===== src/rtl/dma_csr_responder.sv =====
// rtl/dma_csr_responder.sv - DMA CSR register block with beat-level transfer engine
module dma_csr_responder #(
    parameter int DATA_WIDTH = 32,
    parameter int ADDR_WIDTH = 8,
    parameter int BEAT_BYTES = 4
) (
    input  logic                  clk,
    input  logic                  rst_n,
    input  logic                  wr_en,
    input  logic                  rd_en,
    input  logic [DATA_WIDTH-1:0] wdata,
    input  logic [ADDR_WIDTH-1:0] addr,
    output logic [DATA_WIDTH-1:0] rdata,
    output logic                  xfer_req,
    output logic [DATA_WIDTH-1:0] xfer_src,
    output logic [DATA_WIDTH-1:0] xfer_dst,
    input  logic                  xfer_ack,
    output logic                  irq
);

    typedef enum logic {ST_IDLE, ST_RUN} state_t;

    localparam logic [ADDR_WIDTH-1:0] A_CTRL   = ADDR_WIDTH'(8'h00);
    localparam logic [ADDR_WIDTH-1:0] A_SRC    = ADDR_WIDTH'(8'h04);
    localparam logic [ADDR_WIDTH-1:0] A_DST    = ADDR_WIDTH'(8'h08);
    localparam logic [ADDR_WIDTH-1:0] A_LEN    = ADDR_WIDTH'(8'h0C);
    localparam logic [ADDR_WIDTH-1:0] A_STATUS = ADDR_WIDTH'(8'h10);
    localparam logic [ADDR_WIDTH-1:0] A_CNT    = ADDR_WIDTH'(8'h14);

    localparam logic [DATA_WIDTH-1:0] ALIGN_MASK = DATA_WIDTH'(BEAT_BYTES - 1);
    localparam logic [DATA_WIDTH-1:0] BEAT_INC   = DATA_WIDTH'(BEAT_BYTES);
    localparam logic [15:0]           BEAT16     = 16'(BEAT_BYTES);

    state_t                state_q, state_d;
    logic                  int_en_q, int_en_d;
    logic [DATA_WIDTH-1:0] src_q, src_d;
    logic [DATA_WIDTH-1:0] dst_q, dst_d;
    logic [15:0]           len_q, len_d;
    logic                  done_q, done_d;
    logic                  err_q, err_d;
    logic [15:0]           rem_q, rem_d;
    logic [DATA_WIDTH-1:0] cnt_q, cnt_d;
    logic [DATA_WIDTH-1:0] cur_src_q, cur_src_d;
    logic [DATA_WIDTH-1:0] cur_dst_q, cur_dst_d;
    logic [DATA_WIDTH-1:0] rdata_q, rdata_d;

    logic                  busy, beat, last_beat, start_req, abort_req, misaligned;
    logic                  wr_ctrl, wr_stat, set_done, set_err;
    logic [DATA_WIDTH-1:0] rd_val;

    always_comb begin
        state_d   = state_q;
        int_en_d  = int_en_q;
        src_d     = src_q;
        dst_d     = dst_q;
        len_d     = len_q;
        rem_d     = rem_q;
        cnt_d     = cnt_q;
        cur_src_d = cur_src_q;
        cur_dst_d = cur_dst_q;
        set_done  = 1'b0;
        set_err   = 1'b0;
        last_beat = 1'b0;

        busy       = (state_q == ST_RUN);
        beat       = busy && xfer_ack;
        wr_ctrl    = wr_en && (addr == A_CTRL);
        wr_stat    = wr_en && (addr == A_STATUS);
        start_req  = wr_ctrl && wdata[0] && !busy;
        abort_req  = wr_ctrl && wdata[2] && busy;
        misaligned = ((src_q & ALIGN_MASK) != '0) || ((dst_q & ALIGN_MASK) != '0);

        // An ack coincident with ABORT still retires its beat before the engine stops
        if (beat) begin
            if (rem_q > BEAT16) begin
                rem_d = rem_q - BEAT16;
            end else begin
                rem_d     = 16'd0;
                last_beat = 1'b1;
            end
            cur_src_d = cur_src_q + BEAT_INC;
            cur_dst_d = cur_dst_q + BEAT_INC;
        end

        if (abort_req) begin
            state_d = ST_IDLE;
            set_err = 1'b1;
        end else if (last_beat) begin
            state_d  = ST_IDLE;
            set_done = 1'b1;
            cnt_d    = cnt_q + 1'b1;
        end

        if (start_req) begin
            if (len_q == 16'd0 || misaligned) begin
                set_err = 1'b1;
            end else begin
                state_d   = ST_RUN;
                rem_d     = len_q;
                cur_src_d = src_q;
                cur_dst_d = dst_q;
            end
        end

        if (wr_ctrl) int_en_d = wdata[1];
        if (wr_en && !busy && addr == A_SRC) src_d = wdata;
        if (wr_en && !busy && addr == A_DST) dst_d = wdata;
        if (wr_en && !busy && addr == A_LEN) len_d = wdata[15:0];

        // Engine set wins over a same-cycle W1C
        done_d = (done_q & ~(wr_stat & wdata[1])) | set_done;
        err_d  = (err_q  & ~(wr_stat & wdata[2])) | set_err;

        case (addr)
            A_CTRL:   rd_val = DATA_WIDTH'({int_en_q, 1'b0});
            A_SRC:    rd_val = src_q;
            A_DST:    rd_val = dst_q;
            A_LEN:    rd_val = DATA_WIDTH'(len_q);
            A_STATUS: rd_val = DATA_WIDTH'({rem_q, 13'd0, err_q, done_q, busy});
            A_CNT:    rd_val = cnt_q;
            default:  rd_val = '0;
        endcase
        rdata_d = rd_en ? rd_val : rdata_q;
    end

    always_ff @(posedge clk or negedge rst_n) begin
        if (!rst_n) begin
            state_q   <= ST_IDLE;
            int_en_q  <= 1'b0;
            src_q     <= '0;
            dst_q     <= '0;
            len_q     <= '0;
            done_q    <= 1'b0;
            err_q     <= 1'b0;
            rem_q     <= '0;
            cnt_q     <= '0;
            cur_src_q <= '0;
            cur_dst_q <= '0;
            rdata_q   <= '0;
        end else begin
            state_q   <= state_d;
            int_en_q  <= int_en_d;
            src_q     <= src_d;
            dst_q     <= dst_d;
            len_q     <= len_d;
            done_q    <= done_d;
            err_q     <= err_d;
            rem_q     <= rem_d;
            cnt_q     <= cnt_d;
            cur_src_q <= cur_src_d;
            cur_dst_q <= cur_dst_d;
            rdata_q   <= rdata_d;
        end
    end

    assign rdata    = rdata_q;
    assign xfer_req = (state_q == ST_RUN);
    assign xfer_src = cur_src_q;
    assign xfer_dst = cur_dst_q;
    assign irq      = int_en_q & (done_q | err_q);

endmodule


===== config.mk =====
export PLATFORM = sky130hd
export DESIGN_NAME = dma_csr_responder
export DESIGN_NICKNAME = d
export VERILOG_FILES = /design/src/rtl/dma_csr_responder.sv
export SDC_FILE = /design/constraint.sdc
export NUM_CORES = 1
export LEC_CHECK = 0
export CORE_ASPECT_RATIO = 1.2
export CORE_MARGIN = 2
export CORE_UTILIZATION = 40
export DETAILED_ROUTE_END_ITERATION = 8
export HOLD_SLACK_MARGIN = 0.06
export PLACE_DENSITY = 0.71
export SETUP_SLACK_MARGIN = 0.5
export SLEW_MARGIN = 20
export SYNTH_ARGS = -nofsm -noshare
export SYNTH_HDL_FRONTEND = slang
export SYNTH_SLANG_ARGS = --single-unit

===== constraint.sdc =====
create_clock -name clk -period 4.7 [get_ports clk]
set_clock_uncertainty 0.05 [all_clocks]
set_input_delay 1.175 -clock clk [delete_from_list [all_inputs] [get_ports clk]]
set_output_delay 1.175 -clock clk [all_outputs]
set_load 0.01 [all_outputs]

Word level (Yosys, flattened, before mapping) --
Cells that the tools add are included.
Operators by class: $add $sub $neg 4, magnitude comparators 1, eq/ne operators 5, muxes and demuxes 22, bitwise gates (word level) 11, reductions and logical operators 19
Operator list (count):
- 32-bit two-way mux | 6
- 32-bit one-hot mux with 6 select lines | 1
- 32-bit by 3-bit adder with 32-bit output (second input constant) | 2
- 16-bit two-way mux | 4
- 32-bit nonzero test | 2
- 32-bit by 1-bit adder with 32-bit output (second input constant) | 1
- 8-bit by 4-bit equality test with 1-bit output (second input constant) | 2
- 8-bit by 5-bit equality test with 1-bit output (second input constant) | 2
- 16-bit by 3-bit > comparator with 1-bit output (second input constant) | 1
- 16-bit logical NOT | 1
- 16-bit by 3-bit subtractor with 16-bit output (second input constant) | 1
- 1-bit logical AND | 11
- 1-bit two-way mux | 11
- 8-bit by 3-bit equality test with 1-bit output (second input constant) | 1
- 8-bit logical NOT | 1
- 1-bit AND | 5
- 1-bit NOT | 3
- 1-bit bitwise OR | 3
- 1-bit logical OR | 2
- 2-bit AND reduction | 1
- 1-bit logical NOT | 1
Storage, ports and cells: register bits 228, output and inout port bits 98

Depth between registers and ports, before layout --
depth in word-level cells 8, gate-level depth with buffers 9, depth with buffers taken out 7

Worst setup path before layout --
OpenSTA, ideal clock, no wires.
kind in2reg, from input addr[5], to register src_q[10], arrival 2.547 ns, required time 4.525 ns, setup slack 1.979 ns, stages on the path 6, buffers on the path 2, cells stage by stage nor4_4 -> and4b_1 -> clkbuf_1 -> nand2_1 -> buf_1 -> mux2_2
Between the ends: longest elaborated chain between the ends 2
Ends and longest elaborated chain:
- start, declared | line 12 | input logic [ADDR_WIDTH-1:0] addr,
- 8-bit by 3-bit equality test with 1-bit output | line 106 | if (wr_en && !busy && addr == A_SRC) src_d = wdata;
- 1-bit logical AND | line 106
- end signal, assigned | line 143 | src_q <= src_d;
- end, declared | line 36 | logic [DATA_WIDTH-1:0] src_q, src_d;
No other way between the ends. A chain may end at the register's enable or synchronous reset.

Final worst setup path --
from input addr[4], to register src_q[19]
Same word-level chain as after synthesis.

==> impl_metrics.csv <==
group,metric,value,unit
run_status,outcome,"completed",
cells_and_area,drive_gt1_frac,0.143,
placed_design,gp_congestion,0.879,
placed_design,hpwlAfterDp,22500,um
sta,setup_ws,1.28,ns
floorplan,die_y,186,um
sta,slew_headroom,0.331,
logic_synthesis,avgSynthCellArea,10.8,sq um
power,power.leakage,5.83,nW
cells_and_area,area_growth,23.4,%
setup_path,critPathKind,"in -> reg",
drt,ant_nets,0,
logic_synthesis,synth_flop_cell,"dfrtp_1",
clock_network,h-tree-depth,1,
logic_synthesis,netlist.area_leader.share,0.520,
power,power_density,305,nW/um^2
drt,wire_per_inst,20.4,um
clock_network,cts.repair.resized,0,
placed_design,dpl.cell_count,1467,
sta,hold_viol,0,
setup_path,cp_max_fo,18,
drt,drc,0,
drt,vias_per_cell,5.78,
drt,drt_iter0_drc,836,
placed_design,placed_area,12800,sq um
worst_hold_path,hold_depth,1,
sta,timing.final.crit_period,3.42,ns
sta,slew_violations,0,
logic_synthesis,synth_cells,1014,
clock_network,post_cts_buffers,0,
drt,wirelength,30900,um
logic_synthesis,netlist_top_cells_count,"dfrtp_1 (228), nand2_1 (107), mux2_2 (83), o21ai_0 (67), xor2_1 (54)",
logic_synthesis,seq_area_frac_synth,0.520,
setup_path,reg2reg_from,"rem_q[3]$_DFF_PN0_",
clock_network,cts_sinks,228,
setup_path,rr_worst_depth,7,
floorplan,initial_core_util,0.405,
placed_design,dp_worst_setup_slack,0.827,ns
worst_hold_path,worst_hold_path.endpoint,"cnt_q[31]$_DFFE_PN0P_",
grt,grt_pass1_wl,48800,um
floorplan,io_pins,143,
sta,setup_viol,0,
worst_hold_path,min_path_type,"reg -> reg",
grt,grt.overflow.total,0,
placed_design,place.port_buffers,142,
clock_network,clkTransAtPathRegs,0.06,ns
floorplan,core,27100,sq um
drt,dr.pass1.iters,8,
drt,vias,8738,
clock_network,hold_buffers,0,
cells_and_area,fin_nets,1203,
grt,grt_max_degree,113,
sta,rsz0062_at_grt,"false",
logic_synthesis,synth_edf_count,0,
clock_network,insertion_delay,0.52,ns
floorplan,die-width,155,um
sta,fin_setup_tns,0,ns
grt,grt_pass1_vias,8575,
sta,fmax,292,MHz
logic_synthesis,synth-async-reset-ratio,1.00,
cells_and_area,fin_area,13600,sq um
setup_path,r2r_setup_slack,1.94,ns
logic_synthesis,yosys.cell_count.top_type,"dfrtp_1",
logic_synthesis,synth_warnings,0,
cells_and_area,antenna_cells,0,
logic_synthesis,synth_fp_nets,1064,
sta,final.period_utilization,0.728,
clock_network,cts_buffer_depth,3,
setup_path,crit_required,5.04,ns
power,ir_worst_vdd,0.210,mV
clock_network,cts_root_buf,"clkbuf_16",
job,cap_violations,0,
logic_synthesis,ys_types,55,
floorplan,placement_rows,66,
logic_synthesis,ys_seq_elements,228,
floorplan,die_area,28800,sq um
clock_network,tritoncts,"yes",
worst_hold_path,min-delay-start,"cnt_q[31]$_DFFE_PN0P_",
sta,worstMarginPinSlew,0.995,ns
cells_and_area,stdcell_count,1511,
logic_synthesis,synth_area_leaders,"dfrtp_1 (52%), mux2_2 (8.5%), xor2_1 (4.3%), xnor2_1 (3.7%), nand2_1 (3.7%)",
logic_synthesis,synth_largest_area_cell,"dfrtp_1",
logic_synthesis,synth_area,11000,sq um
setup_path,arrival,3.76,ns
clock_network,cts_buffers,24,
setup_path,crit_path_end_kind,"register",
setup_path,r2r-end,"cnt_q[16]$_DFFE_PN0P_",
grt,antenna_found_initial,0,
grt,grtUsageTotal,0.215,
setup_path,startpoint_type,"input port",
==> worst max-delay path, cell delays in order <==
cell	delay, ns
clkdlybuf4s50_1	0.56
nor4_4	0.41
and4b_1	0.85
nand2_1	0.16
buf_4	0.29
mux2_2	0.31
==> power breakdown <==
group	leakage, nW	switching, W	internal [W]
Sequential	3.12	0.0000617	0.00201
Clock	0.383	0.000761	0.00109
Combinational	2.33	0.000112	0.0000970
==> registers in the layout, indices dropped and copies added, names as in the netlist, 16 cells and up <==
signal	count
xfer_dst	32
cnt_q	32
rdata	32
src_q	32
len_q	16
dst_q	32
rem_q	16
xfer_src	32
==> cell families after synthesis <==
logic type / share of synthesized area
multiplexers: 0.0874
flip-flops: 0.520
adder cells (fa/ha/maj): 0.00570
XOR/XNOR: 0.0798
AND/OR/NAND/NOR: 0.160
buffers and inverters: 0.0387
AO/OA/AOI/OAI: 0.109
==> per-stage QoR <==
| step | total power [W] | utilization | hold slack, ns |
|---|---|---|---|
| floorplan | 0.00216 | - | 0.396 |
| global placement | 0.00231 | 0.472 | 0.413 |
| detailed placement | 0.00231 | 0.472 | 0.417 |
| CTS | 0.00416 | 0.500 | 0.426 |
| global route | 0.00428 | 0.500 | 0.437 |
| finish | 0.00413 | 0.500 | 0.428 |
==> placed cells by master, fill, tap and decap left out, types with 3 or more instances in the layout <==
cell type,n
nand4_1,36
xnor2_1,46
nor3b_1,3
clkinv_2,5
o21ai_0,67
mux2_2,83
nor4_2,3
o22ai_1,31
nand2_1,107
inv_1,44
and4_1,8
or2_2,3
a21oi_1,8
dfrtp_1,228
a21boi_0,23
buf_4,24
nor4_4,4
a22o_1,6
clkdlybuf4s50_1,141
ha_1,5
and3_1,17
clkbuf_8,4
clkbuf_1,7
nor3_1,16
and2_1,9
clkbuf_16,25
nor4_1,15
xor2_1,54
nor2_1,32
a222oi_1,24
a221oi_1,9
nand3_1,44
==> worst max-delay path by stage <==
stage               startpoint                      to  slack (ns)  depth (start not counted)
finish                 addr[4]   src_q[19]$_DFFE_PN0P_        1.28                          6
detailed placement     addr[4]   src_q[14]$_DFFE_PN0P_        0.83                          6
global placement       addr[4]   src_q[15]$_DFFE_PN0P_        0.84                          6
CTS                    addr[4]   src_q[19]$_DFFE_PN0P_        1.35                          6
floorplan              addr[5]   src_q[10]$_DFFE_PN0P_        1.98                          6
global route           addr[3]  xfer_dst[21]$_DFF_PN0_        1.18                          7
==> final cells by class <==
cell class / instances / area (sq um)
clock inverters: 8 / 71.3
well taps: 340 / 425
fillers: 2427 / 13500
clock buffers: 36 / 707
inverters: 44 / 165
multi-input cells: 688 / 4850
repair buffers: 167 / 1630
flip-flops and latches: 228 / 5710
==> metal layers <==
layer / share of wire / GRT usage / vias up
met5: 0 / 0 / -
met4: 0.032 / 0.0716 / 0
met3: 0.071 / 0.0307 / 62
met2: 0.48 / 0.357 / 380
met1: 0.42 / 0.290 / 4349
li1: - / - / 3947
(Power assumes the default switching activity.)
